<file path="config.mk">
export PLATFORM = sky130hd
export DESIGN_NAME = clk_div_monitor_flat
export DESIGN_NICKNAME = d
export VERILOG_FILES = /design/src/rtl/clk_div_monitor_if.sv /design/src/rtl/clk_div_monitor.sv /design/src/flat_wrapper.sv
export SDC_FILE = /design/constraint.sdc
export NUM_CORES = 1
export LEC_CHECK = 0
export ABC_AREA = 0
export CAP_MARGIN = 25
export CORE_MARGIN = 2
export CORE_UTILIZATION = 38
export CTS_BUF_LIST = sky130_fd_sc_hd__clkbuf_16
export CTS_CLUSTER_SIZE = 10
export DETAILED_ROUTE_END_ITERATION = 12
export PLACE_DENSITY_LB_ADDON = 0.2
export REMOVE_ABC_BUFFERS = 1
export SETUP_SLACK_MARGIN = 0.05
export SYNTH_ARGS = -nofsm -noshare
export SYNTH_HDL_FRONTEND = slang
export SYNTH_SLANG_ARGS = --single-unit
</file>
<file path="constraint.sdc">
create_clock -name clk -period 4.5 [get_ports clk]
set_clock_uncertainty 0.1 [all_clocks]
set_input_delay 0.45 -clock clk [delete_from_list [all_inputs] [get_ports clk]]
set_output_delay 0.45 -clock clk [all_outputs]
set_load 0.005 [all_outputs]
</file>
<file path="src/rtl/clk_div_monitor_if.sv">
// clk_div_monitor_if
//   Bundles the waveform under test and the measurement results of
//   clk_div_monitor.
//   master : drives div_in, observes results (divider side / bench)
//   slave  : samples div_in, produces results (the monitor)
//   Signals: div_in, period, high_time, meas_valid, locked, pow2,
//            ratio_log2, duty50, timeout
interface clk_div_monitor_if #(
  parameter int CNT_W = 8
);
  logic             div_in;
  logic [CNT_W-1:0] period;
  logic [CNT_W-1:0] high_time;
  logic             meas_valid;
  logic             locked;
  logic             pow2;
  logic [3:0]       ratio_log2;
  logic             duty50;
  logic             timeout;

  modport master (
    output div_in,
    input  period, high_time, meas_valid, locked, pow2, ratio_log2, duty50, timeout
  );

  modport slave (
    input  div_in,
    output period, high_time, meas_valid, locked, pow2, ratio_log2, duty50, timeout
  );
endinterface

</file>
<file path="src/rtl/clk_div_monitor.sv">
// clk_div_monitor
//   Measures period and high time (in clk cycles) of an asynchronous
//   divided-clock waveform, declares lock once the period repeats
//   LOCK_COUNT times, reports power-of-two ratios and flags a stalled input.
//   Ports:
//     clk   : system clock, rising edge
//     rst_n : async active-low reset, release synchronised by two flops
//     mon   : clk_div_monitor_if.slave (div_in in, measurement results out)
//
//   state      | meaning
//   -----------+-----------------------------------------------------------
//   ST_IDLE    | waiting for first rise (after reset or timeout); no output
//   ST_MEASURE | measuring periods, not yet stable
//   ST_LOCKED  | last LOCK_COUNT periods identical
module clk_div_monitor #(
  parameter int CNT_W      = 8,
  parameter int LOCK_COUNT = 4
) (
  input  logic              clk,
  input  logic              rst_n,
  clk_div_monitor_if.slave  mon
);

  typedef enum logic [1:0] {ST_IDLE, ST_MEASURE, ST_LOCKED} state_t;

  localparam logic [CNT_W-1:0] CNT_MAX = '1;
  localparam logic [CNT_W-1:0] CNT_ONE = 1;
  localparam logic [3:0]       LOCK_N  = 4'(LOCK_COUNT);

  logic [1:0]       r_rst_sync;
  logic             w_rst_n;
  logic             r_s1, r_s2, r_s3;
  logic             w_rise, w_fall;
  logic [CNT_W-1:0] r_cnt;
  logic [CNT_W-1:0] w_cnt_inc;
  logic [CNT_W-1:0] r_period, r_high;
  logic [3:0]       r_same, w_same_next;
  logic             r_meas_valid, r_timeout;
  logic             w_active, w_to;
  logic             w_pow2, w_duty50;
  logic [3:0]       w_log2;
  state_t           r_state, w_state_next;

  // Assertion is immediate; release waits two clocks so every flop below
  // leaves reset on the same edge.
  always_ff @(posedge clk or negedge rst_n) begin
    if (!rst_n) r_rst_sync <= 2'b00;
    else        r_rst_sync <= {r_rst_sync[0], 1'b1};
  end
  assign w_rst_n = r_rst_sync[1];

  always_ff @(posedge clk or negedge w_rst_n) begin
    if (!w_rst_n) begin
      r_s1 <= 1'b0;
      r_s2 <= 1'b0;
      r_s3 <= 1'b0;
    end else begin
      r_s1 <= mon.div_in;
      r_s2 <= r_s1;
      r_s3 <= r_s2;
    end
  end

  assign w_rise    = r_s2 & ~r_s3;
  assign w_fall    = ~r_s2 & r_s3;
  assign w_cnt_inc = r_cnt + CNT_ONE;   // wraps to 0 for a 2^CNT_W period
  assign w_active  = (r_state != ST_IDLE);
  // A rise on the saturating cycle is still a valid (wrapped) measurement.
  assign w_to      = w_active && !w_rise && (r_cnt == CNT_MAX);

  always_comb begin
    w_same_next = 4'd1;
    if (w_cnt_inc == r_period)
      w_same_next = (r_same >= LOCK_N) ? LOCK_N : r_same + 4'd1;
  end

  always_ff @(posedge clk or negedge w_rst_n) begin
    if (!w_rst_n) r_state <= ST_IDLE;
    else          r_state <= w_state_next;
  end

  always_comb begin
    w_state_next = r_state;
    case (r_state)
      ST_IDLE: begin
        if (w_rise) w_state_next = ST_MEASURE;
      end
      ST_MEASURE, ST_LOCKED: begin
        if (w_rise)    w_state_next = (w_same_next == LOCK_N) ? ST_LOCKED : ST_MEASURE;
        else if (w_to) w_state_next = ST_IDLE;
      end
      default: w_state_next = ST_IDLE;
    endcase
  end

  always_ff @(posedge clk or negedge w_rst_n) begin
    if (!w_rst_n) begin
      r_cnt        <= '0;
      r_period     <= '0;
      r_high       <= '0;
      r_same       <= '0;
      r_meas_valid <= 1'b0;
      r_timeout    <= 1'b0;
    end else begin
      r_meas_valid <= 1'b0;

      if (w_rise)                r_cnt <= '0;
      else if (r_cnt != CNT_MAX) r_cnt <= w_cnt_inc;

      if (w_active && w_rise) begin
        r_period     <= w_cnt_inc;
        r_same       <= w_same_next;
        r_meas_valid <= 1'b1;
      end else if (w_to) begin
        r_same <= '0;
      end

      if (w_active && w_fall) r_high <= w_cnt_inc;

      if (w_rise)    r_timeout <= 1'b0;
      else if (w_to) r_timeout <= 1'b1;
    end
  end

  always_comb begin
    w_pow2 = (r_period != '0) && ((r_period & (r_period - CNT_ONE)) == '0);
    w_log2 = 4'd0;
    if (w_pow2) begin
      for (int i = 0; i < CNT_W; i++) begin
        if (r_period[i]) w_log2 = 4'(i);
      end
    end
  end

  // Gated on a nonzero period so the reset value reads 0.
  assign w_duty50 = (r_period != '0) && ({r_high, 1'b0} == {1'b0, r_period});

  assign mon.period     = r_period;
  assign mon.high_time  = r_high;
  assign mon.meas_valid = r_meas_valid;
  assign mon.locked     = (r_state == ST_LOCKED);
  assign mon.pow2       = w_pow2;
  assign mon.ratio_log2 = w_log2;
  assign mon.duty50     = w_duty50;
  assign mon.timeout    = r_timeout;

endmodule
</file>
<file path="src/flat_wrapper.sv">
// flat-port wrapper written by rule: the top's interface ports become plain ports
module clk_div_monitor_flat 
#(
  parameter int CNT_W      = 8,
  parameter int LOCK_COUNT = 4
)
  (clk, rst_n, mon_div_in, mon_period, mon_high_time, mon_meas_valid, mon_locked, mon_pow2, mon_ratio_log2, mon_duty50, mon_timeout);
  clk_div_monitor_if #(.CNT_W(CNT_W)) mon_i ();
  input  logic clk;
  input  logic rst_n;
  input wire logic [$bits(mon_i.div_in)-1:0] mon_div_in;
  output wire logic [$bits(mon_i.period)-1:0] mon_period;
  output wire logic [$bits(mon_i.high_time)-1:0] mon_high_time;
  output wire logic [$bits(mon_i.meas_valid)-1:0] mon_meas_valid;
  output wire logic [$bits(mon_i.locked)-1:0] mon_locked;
  output wire logic [$bits(mon_i.pow2)-1:0] mon_pow2;
  output wire logic [$bits(mon_i.ratio_log2)-1:0] mon_ratio_log2;
  output wire logic [$bits(mon_i.duty50)-1:0] mon_duty50;
  output wire logic [$bits(mon_i.timeout)-1:0] mon_timeout;
  assign mon_i.div_in = mon_div_in;
  assign mon_period = mon_i.period;
  assign mon_high_time = mon_i.high_time;
  assign mon_meas_valid = mon_i.meas_valid;
  assign mon_locked = mon_i.locked;
  assign mon_pow2 = mon_i.pow2;
  assign mon_ratio_log2 = mon_i.ratio_log2;
  assign mon_duty50 = mon_i.duty50;
  assign mon_timeout = mon_i.timeout;
  clk_div_monitor #(.CNT_W(CNT_W), .LOCK_COUNT(LOCK_COUNT)) u_core (.clk(clk), .rst_n(rst_n), .mon(mon_i));
endmodule
</file>
==> results.ini, run 1 <==
[synth]
ys_seq_elements=37
synth_edf_count=0
synth_cell_types=48
yosysTopAreaCell=dfrtp_1
synth.avg_cell_area_sq_um=9.58
async_reset_ff_share_pct=100
ys_seq_area_share_pct=46.3
synth_flop_cell=dfrtp_1
synth_cells=209
ys_warn_count=0
synth_area_leaders=dfrtp_1 (46%), xnor2_1 (5.7%), a21oi_1 (4.3%), nor2_1 (3.9%), nand2_1 (3.4%)
synth_area_sq_um=2000
yosys.area.top_type_share_pct=46.3

[die]
core_sq_um=5110
die_w_microns=76.6
rows=26
ios=28
die_h_microns=76.6
start_util_pct=39.2
die-area_sq_um=5860

[placement]
place_inst=294
dp_slack_ns=1.73
portBuffers=26
gp_congestion=0.820
dpl.hpwl_microns=3020

[route]
drt-total-wl_microns=4090
drc=0
drtAntennaViolNets=0
drtPass1Iterations=4
post_drt_wl_per_cell_microns=13.5
initialDrtViolationCount=34
drt-vias-per-instance=4.96
dr_total_vias=1499

[global_route]
antenna_found_initial=0
grt_pass1_wl_microns=7160
track_usage_pct=15.4
grt_max_degree=27
grt_pass1_vias=1454
grt_overflow=0

[sta]
finalMaxSlewViolations=0
holdWs_ns=0.0632
rsz0062_at_grt=no
finalCritPeriodShare_pct=67.2
max-slew-margin-rel_pct=38.9
setup_tns_ns=0
finalHoldViolCount=0
finalCriticalPeriod_ns=3.02
setup_viol=0
max_freq_ghz=0.331
tightest_slew_ns=0.914
setup_ws_ns=1.48

[clock_network]
postCtsSetupBuffers=0
cts.clk_slew.worst_paths_ns=0.06
cts_max_path_buffers=2
numCtsBuffers=5
clkSinkCount=37
htree_levels=2
cts_tree=built
hold_buffers=0
clock_latency_ns=0.28
cts-root-buf=clkbuf_16
post_cts_resized=0

[setup_path]
r2r-start=u_core.r_s2
rrSetupSlack_ns=1.88
worstSetupPathType=register to primary output
crit_buf_inv=1
crit_required_ns=3.95
crit_path_top_delay_cell=or4_4
worstPathArrival_ns=2.47
crit_family=simple AND/OR/NAND/NOR gates
r2r-end=u_core.r_same[2]
cp_max_fo=11
endpoint_kind=primary output
cp_slowest_stage_delay_ns=0.58
start_kind=register
worstRegToRegCells=6
cp_cell_sequence=or4_4 -> o31ai_1 -> o221ai_1 -> nor2_1 -> clkdlybuf4s50_1

[run_status]
run_status=complete, no violations

[min_path]
hold_class=register to asynchronous set/reset pin

[run]
max_cap_violations=0

[pwr]
p_comb_share_pct=40.8
worst_ir_drop_vdd_mv=0.315
cellLeakagePower_nw=1.03
p_clk_share_pct=22.2
power.density_nw_per_um2=602
swShare_pct=34.7
p_sw_uw=511
sequentialPowerShare_pct=37.0
intPower_uw=961

[finish]
diodes=0
final_cells=302
syn2layout_area_growth_pct=22.1
layout-drive-gt1-share_pct=10.3
final_nets=239

[through the flow]
stage / utilization, % / total power, mW / area [sq um]
finish: 47.9 / 1.47 / 2440
global route: 47.9 / 1.59 / 2440
CTS: 47.9 / 1.49 / 2440
detailed placement: 45.1 / 1.16 / 2310
global placement: 45.1 / 1.15 / 2310
floorplan: - / 0.897 / 1940
[cells in the final DEF (no fill, tap or decap), types with 2 or more instances in the layout]
master / n
nor3b_1: 2
nand4_1: 2
nand2_1: 18
xor2_1: 7
xnor2_2: 2
nor3_1: 6
nand2b_1: 2
nand3_1: 4
clkbuf_16: 5
dfrtp_1: 37
a21oi_1: 17
nor2_1: 21
and3_4: 2
a211oi_1: 2
inv_1: 9
a21oi_2: 2
o21ai_0: 10
o31ai_1: 3
nor2b_1: 2
clkdlybuf4s50_1: 26
nor4_2: 2
nor4_1: 4
ha_1: 5
o21ai_1: 2
xnor2_1: 13
clkinv_2: 2
mux2i_1: 2
conb_1: 2
buf_4: 2
[flip-flops by register name, indices dropped and copies added, names as in the netlist]
register,count
u_core.r_s2,1
u_core.mon.period,8
u_core.r_s1,1
u_core.r_rst_sync,2
u_core.r_cnt,8
u_core.r_same,4
u_core.mon.meas_valid,1
u_core.r_s3,1
u_core.mon.timeout,1
u_core.r_state,2
u_core.mon.high_time,8
[layer usage]
layer | vias up | global-route usage, % | wire length, microns
li1 | 765 | - | -
met1 | 706 | 22.1 | 2080
met2 | 24 | 22.9 | 1810
met3 | 4 | 3.79 | 142
met4 | 0 | 4.36 | 45
met5 | - | 0 | 0
[Yosys cell counts, types with 2 or more instances]
cell      count
nor4_1        4
nor3_1        6
nand2_1      18
inv_1         8
nor2b_1       2
and3_4        2
nand4_1       2
nand2b_1      2
xnor2_2       2
o21ai_1       2
conb_1        2
xor2_1        7
nor2_1       21
ha_1          5
clkbuf_1      6
nor3b_1       2
a21oi_2       2
a211oi_1      2
mux2i_1       2
nand3_1       4
buf_2         5
a21oi_1      17
o31ai_1       3
dfrtp_1      37
xnor2_1      13
o21ai_0      10
nor4_2        2
[worst max-delay path by stage]
stage,to,depth (start not counted),startpoint
after floorplan,u_core.mon.high_time[1],4,u_core.r_state[0]
after global placement,mon_ratio_log2[1],5,u_core.mon.period[3]
after detailed placement,mon_ratio_log2[2],5,u_core.mon.period[3]
after CTS,mon_ratio_log2[2],5,u_core.mon.period[3]
after global routing,mon_ratio_log2[1],5,u_core.mon.period[3]
final,mon_ratio_log2[2],5,u_core.mon.period[3]
[final cells by class]
cell class              count  area [sq um]
multi-input cells         151           987
repair buffers             28           275
inverters                   8          30.0
clock inverters             3          13.8
fillers                   487          2660
clock buffers               5           125
flip-flops and latches     37           926
well taps                  70          87.6
[kinds of logic after synthesis]
kind of cell / Yosys count / share of synthesized area, %
other cells: 2 / 0.375
mux: 3 / 1.56
compound gates: 47 / 14.9
buf+inv: 21 / 4.44
fa+ha+maj: 5 / 3.13
simple gates: 72 / 18.9
flops: 37 / 46.3
xor+xnor: 22 / 10.4
[power by group through the flow]
stage,clock network (mW),registers (mW),logic (mW)
3_3_place_gp,0,0.546,0.608
4_1_cts,0.336,0.545,0.610
3_5_place_dp,0,0.550,0.609
6_report,0.327,0.545,0.600
5_1_grt,0.350,0.567,0.670
2_1_floorplan,0,0.532,0.365
Power figures use the tool's default switching activity.
==> inputs of run 2 (changes only) <==
==> constraint.sdc (replaced) <==
create_clock -name clk -period 2.95 [get_ports clk]
set_clock_uncertainty 0.1 [all_clocks]
set_input_delay 0.295 -clock clk [delete_from_list [all_inputs] [get_ports clk]]
set_output_delay 0.295 -clock clk [all_outputs]
set_load 0.005 [all_outputs]
==> results.ini, run 2 (synthesis results as in run 1) <==
[clock_network]
cts_max_path_buffers=2  ; unchanged
cts-root-buf=clkbuf_16
cts.clk_slew.worst_paths_ns=0.06  ; about the same
hold_buffers=0  ; unchanged
clkSinkCount=37  ; unchanged
cts_tree=built
clock_latency_ns=0.27  ; about the same
numCtsBuffers=5  ; unchanged
htree_levels=2  ; unchanged
postCtsSetupBuffers=0  ; unchanged

[route]
initialDrtViolationCount=56  ; +65%
drtPass1Iterations=4  ; unchanged
drt-vias-per-instance=4.98  ; +0.27%
drt-total-wl_microns=4210  ; +2.9%
drtAntennaViolNets=0  ; unchanged
post_drt_wl_per_cell_microns=13.7  ; +1.6%
dr_total_vias=1523  ; +1.6%
drc=0  ; unchanged

[setup_path]
crit_family=compound AO/OA/AOI/OAI gates
r2r-end=u_core.r_state[1]
cp_slowest_stage_delay_ns=0.55  ; -0.03 ns
worstSetupPathType=register to primary output
cp-startpoint=u_core.mon.period[1]
rrSetupSlack_ns=0.70  ; -1.18 ns
setup.worst_path.end=mon_ratio_log2[1]
crit_path_top_delay_cell=or4_4
path_depth=5  ; unchanged
worstPathArrival_ns=2.44  ; -0.03 ns
crit_buf_inv=1  ; unchanged
r2r-start=u_core.r_cnt[1]
endpoint_kind=primary output
start_kind=register
crit_required_ns=2.56  ; -1.39 ns
cp_max_fo=10  ; -1
worstRegToRegCells=7  ; +1
cp_cell_sequence=or4_4 -> o31ai_2 -> o221ai_2 -> a21oi_1 -> clkdlybuf4s50_1

[placement]
gp_congestion=0.798  ; -2.6%
portBuffers=26  ; unchanged
dpl.hpwl_microns=3050  ; +1.1%

[die]
core_sq_um=5110  ; unchanged
ios=28  ; unchanged
die_h_microns=76.6  ; unchanged
rows=26  ; unchanged
die_w_microns=76.6  ; unchanged
die-area_sq_um=5860  ; unchanged
start_util_pct=39.2  ; unchanged

[global_route]
grt_pass1_wl_microns=6990  ; -2.3%
track_usage_pct=14.9  ; -0.44 points
grt_pass1_vias=1458  ; +0.28%
antenna_found_initial=0  ; unchanged
grt_max_degree=27  ; unchanged
grt_overflow=0  ; unchanged

[pwr]
intPower_mw=1.58  ; +64%
power.density_nw_per_um2=946  ; +57%
p_sw_uw=803  ; +57%
sequentialPowerShare_pct=34.1  ; -2.9 points
p_clk_share_pct=24.2  ; +2.0 points
swShare_pct=33.8  ; -0.97 points
worst_ir_drop_vdd_mv=0.398  ; +26%
p_comb_share_pct=41.6  ; +0.8 points
cellLeakagePower_nw=1.06  ; +3.0%

[finish]
ff_latch_area_sq_um=927  ; +0.14%
final_nets=244  ; +2.1%
syn2layout_area_growth_pct=25.7
layout-drive-gt1-share_pct=13.6  ; +3.2 points
diodes=0  ; unchanged
fillCellCount=500  ; +2.7%
multi_input_area_sq_um=998  ; +1.1%
final_cell_mix=dfrtp_1 (36), clkdlybuf4s50_1 (26), nor2_1 (21)
layout.cells.most_common=dfrtp_1

[sta]
holdWs_ns=0.0559  ; -0.00727 ns
setup_viol=0  ; unchanged
finalHoldViolCount=0  ; unchanged
rsz0062_at_grt=no
finalCriticalPeriod_ns=2.84
finalCritPeriodShare_pct=96.2
max_freq_ghz=0.352
finalMaxSlewViolations=0  ; unchanged
setup_tns_ns=0  ; unchanged

[min_path]
hold_class=register to asynchronous set/reset pin

[run_status]
run_status=complete, no violations

[run]
max_cap_violations=0  ; unchanged

==> run 2: area by class of cell <==
cell class              count  area share (%)
multi-input cells         151            39.7
clock buffers               5            4.97
repair buffers             33            12.4
flip-flops and latches     37            36.8
clock inverters             2            1.39
well taps                  70            3.48
inverters                   8            1.19
==> run 2: metrics by stage <==
stage	total power, mW	worst slack, ns	util (%)	instances	instance area [sq um]
final	2.38	0.113	49.3	306	2520
after global routing	2.55	0.0288	49.3	306	2520
after CTS	2.38	0.0860	49.0	306	2500
after detailed placement	1.79	0.378	45.9	299	2340
after global placement	1.78	0.432	45.9	299	2340
after floorplan	1.37	0.760	-	196	1940
==> run 2: power groups by stage <==
stage / Sequential [mW] / Combinational (mW) / Clock (mW)
after CTS: 0.811 / 0.974 / 0.591
after detailed placement: 0.818 / 0.970 / 0
after global routing: 0.839 / 1.10 / 0.610
after floorplan: 0.812 / 0.556 / 0
after global placement: 0.812 / 0.970 / 0
final: 0.812 / 0.991 / 0.577
==> run 2: how the worst min path moves through the flow <==
stage	to	slack [ns]	depth (start not counted)
after global routing	u_core.r_rst_sync[0]	0.07	1
after floorplan	u_core.r_rst_sync[0]	-0.10	0
after global placement	u_core.r_state[1]	0.07	0
after CTS	u_core.r_rst_sync[1]	0.07	1
after detailed placement	u_core.r_state[1]	0.07	0
final	u_core.r_same[2]	0.06	0
==> run 2: routing by layer <==
| layer | global-route usage [%] | part of all wire, % | vias to the layer above |
|---|---|---|---|
| met1 | 20.5 | 51 | 728 |
| met3 | 3.55 | 3.0 | 2 |
| li1 | - | - | 767 |
| met5 | 0 | 0 | - |
| met2 | 23.2 | 45 | 26 |
| met4 | 4.91 | 0.59 | 0 |
==> run 2: repair_timing <==
item | 4_1_cts | 5_1_grt
gates resized for setup | 0 | 3
hold endpoints to repair | 0 | 0
setup endpoints to repair | 0 | 4
==> inputs of run 3 (changes only) <==
--- a/config.mk
+++ b/config.mk
@@ -10,9 +10,8 @@
 export CORE_MARGIN = 2
 export CORE_UTILIZATION = 38
 export CTS_BUF_LIST = sky130_fd_sc_hd__clkbuf_16
-export CTS_CLUSTER_SIZE = 10
+export CTS_CLUSTER_SIZE = 24
 export DETAILED_ROUTE_END_ITERATION = 12
-export PLACE_DENSITY_LB_ADDON = 0.2
 export REMOVE_ABC_BUFFERS = 1
 export SETUP_SLACK_MARGIN = 0.05
 export SYNTH_ARGS = -nofsm -noshare
==> constraint.sdc (replaced) <==
create_clock -name clk -period 2.95 [get_ports clk]
set_clock_uncertainty 0.1 [all_clocks]
set_input_delay 0.295 -clock clk [delete_from_list [all_inputs] [get_ports clk]]
set_output_delay 0.295 -clock clk [all_outputs]
set_load 0.1 [all_outputs]
==> results.ini, run 3 (synthesis results as in run 1) <==
[die]
die-area_sq_um=5860  ; unchanged
core_sq_um=5110  ; unchanged
start_util_pct=39.2  ; unchanged
die_h_microns=76.6  ; unchanged
rows=26  ; unchanged
ios=28  ; unchanged
die_w_microns=76.6  ; unchanged

[sta]
setup_ws_ns=0.218  ; +0.105 ns
finalHoldViolCount=0  ; unchanged
setup_viol=0  ; unchanged
max_freq_ghz=0.366  ; +3.8%
finalCritPeriodShare_pct=92.6  ; -3.6 points
tightest_slew_ns=0.795
max-slew-margin-rel_pct=47.0
finalMaxSlewViolations=0  ; unchanged
rsz0062_at_grt=no
finalCriticalPeriod_ns=2.73  ; -0.105 ns

[run_status]
run_status=complete, no violations

[setup_path]
crit_buf_inv=1  ; unchanged
cp_slowest_stage_delay_ns=0.59  ; +0.04 ns
crit_required_ns=2.56  ; about the same
worstPathArrival_ns=2.34  ; -0.10 ns
start_kind=register
worstSetupPathType=register to primary output
crit_path_top_delay_cell=or4_4
endpoint_kind=primary output
crit_family=compound AO/OA/AOI/OAI gates
cp_cell_sequence=or4_4 -> o31ai_1 -> o221ai_1 -> a21oi_1 -> buf_12
cp_max_fo=11  ; +1

[global_route]
track_usage_pct=15.3  ; +0.41 points
grt_overflow=0  ; unchanged
grt_pass1_vias=1464  ; +0.41%
grt_pass1_wl_microns=7090  ; +1.5%
grt_max_degree=21  ; -22%
antenna_found_initial=0  ; unchanged

[route]
drt-vias-per-instance=5.03  ; +0.99%
post_drt_wl_per_cell_microns=13.5  ; -1.6%
drtPass1Iterations=4  ; unchanged
initialDrtViolationCount=43  ; -23%
drt-total-wl_microns=4110  ; -2.3%
dr_total_vias=1528  ; +0.33%
drtAntennaViolNets=0  ; unchanged
drc=0  ; unchanged

[clock_network]
postCtsSetupBuffers=0  ; unchanged
post_cts_resized=0  ; unchanged
hold_buffers=0  ; unchanged
cts.clk_slew.worst_paths_ns=0.05  ; about the same
cts_max_path_buffers=2  ; unchanged
cts-root-buf=clkbuf_16
clock_latency_ns=0.28  ; about the same
cts_tree=built
htree_levels=2  ; unchanged
numCtsBuffers=5  ; unchanged
clkSinkCount=37  ; unchanged

[finish]
final_nets=241  ; -1.2%
final_cell_mix=dfrtp_1 (37), buf_4 (24), nor2_1 (21)
layout.cells.most_common=dfrtp_1
diodes=0  ; unchanged
layout-drive-gt1-share_pct=20.9  ; +7.4 points
syn2layout_area_growth_pct=22.3

[run]
max_cap_violations=0  ; unchanged

[placement]
gp_congestion=0.765  ; -4.2%
dpl.hpwl_microns=3050  ; about the same
portBuffers=26  ; unchanged
dp_slack_ns=0.499  ; +0.121 ns

[min_path]
hold_class=input pin to asynchronous set/reset pin

run 3: cell count changes in the layout (fill, tap and decap cells not counted), sizes merged:
cell,previous run,this run
bufinv,1,0
clkinv,1,3
buf,7,28
clkdlybuf4s50,26,2
run 3: per-layer routing:
metal  part of all wire [%]  wire [microns]  GRT usage, %  vias up
met5                      0               0             0        -
met4                    1.6              66          6.00        0
met2                     46            1880          23.7       30
met1                     48            1980          20.0      725
li1                       -               -             -      766
met3                    4.5             183          4.86        7
run 3: through the flow:
stage | hold WS, ns | TNS (ns) | util, % | instance area (sq um) | instances
4_1_cts | 0.0722 | 0 | 47.9 | 2450 | 304
6_report | 0.0727 | 0 | 47.9 | 2450 | 304
3_3_place_gp | 0.234 | 0 | 45.2 | 2310 | 296
3_5_place_dp | 0.241 | 0 | 45.2 | 2310 | 296
5_1_grt | 0.0833 | 0 | 47.9 | 2450 | 304
2_1_floorplan | -0.101 | -3.28 | - | 1940 | 196
run 3: cell type report:
type / instances / area (sq um)
Timing Repair Buffer: 30 / 280
Clock inverter: 3 / 12.5
Clock buffer: 5 / 125
Sequential cell: 37 / 926
Fill cell: 485 / 2660
Tap cell: 70 / 87.6
Multi-Input combinational cell: 151 / 987
Inverter: 8 / 30.0
run 3: worst paths after layout:
kind,startpoint,slack (ns),end,cells after the start
worst max-delay path,u_core.mon.period[3],0.22,mon_ratio_log2[1],5
worst min-delay path,rst_n,0.07,u_core.r_rst_sync[0],1
worst max register to register,u_core.r_cnt[0],0.66,u_core.r_state[1],7
worst min register to register,u_core.r_rst_sync[1],0.23,u_core.r_state[0],0
max in group asynchronous,u_core.r_rst_sync[1],1.81,u_core.mon.high_time[0],1
min in group clk,u_core.r_rst_sync[0],0.25,u_core.r_rst_sync[1],0
Power of run 3 is not shown: default switching activity piles up to over one toggle a cycle in this logic, so the estimate is an artifact.
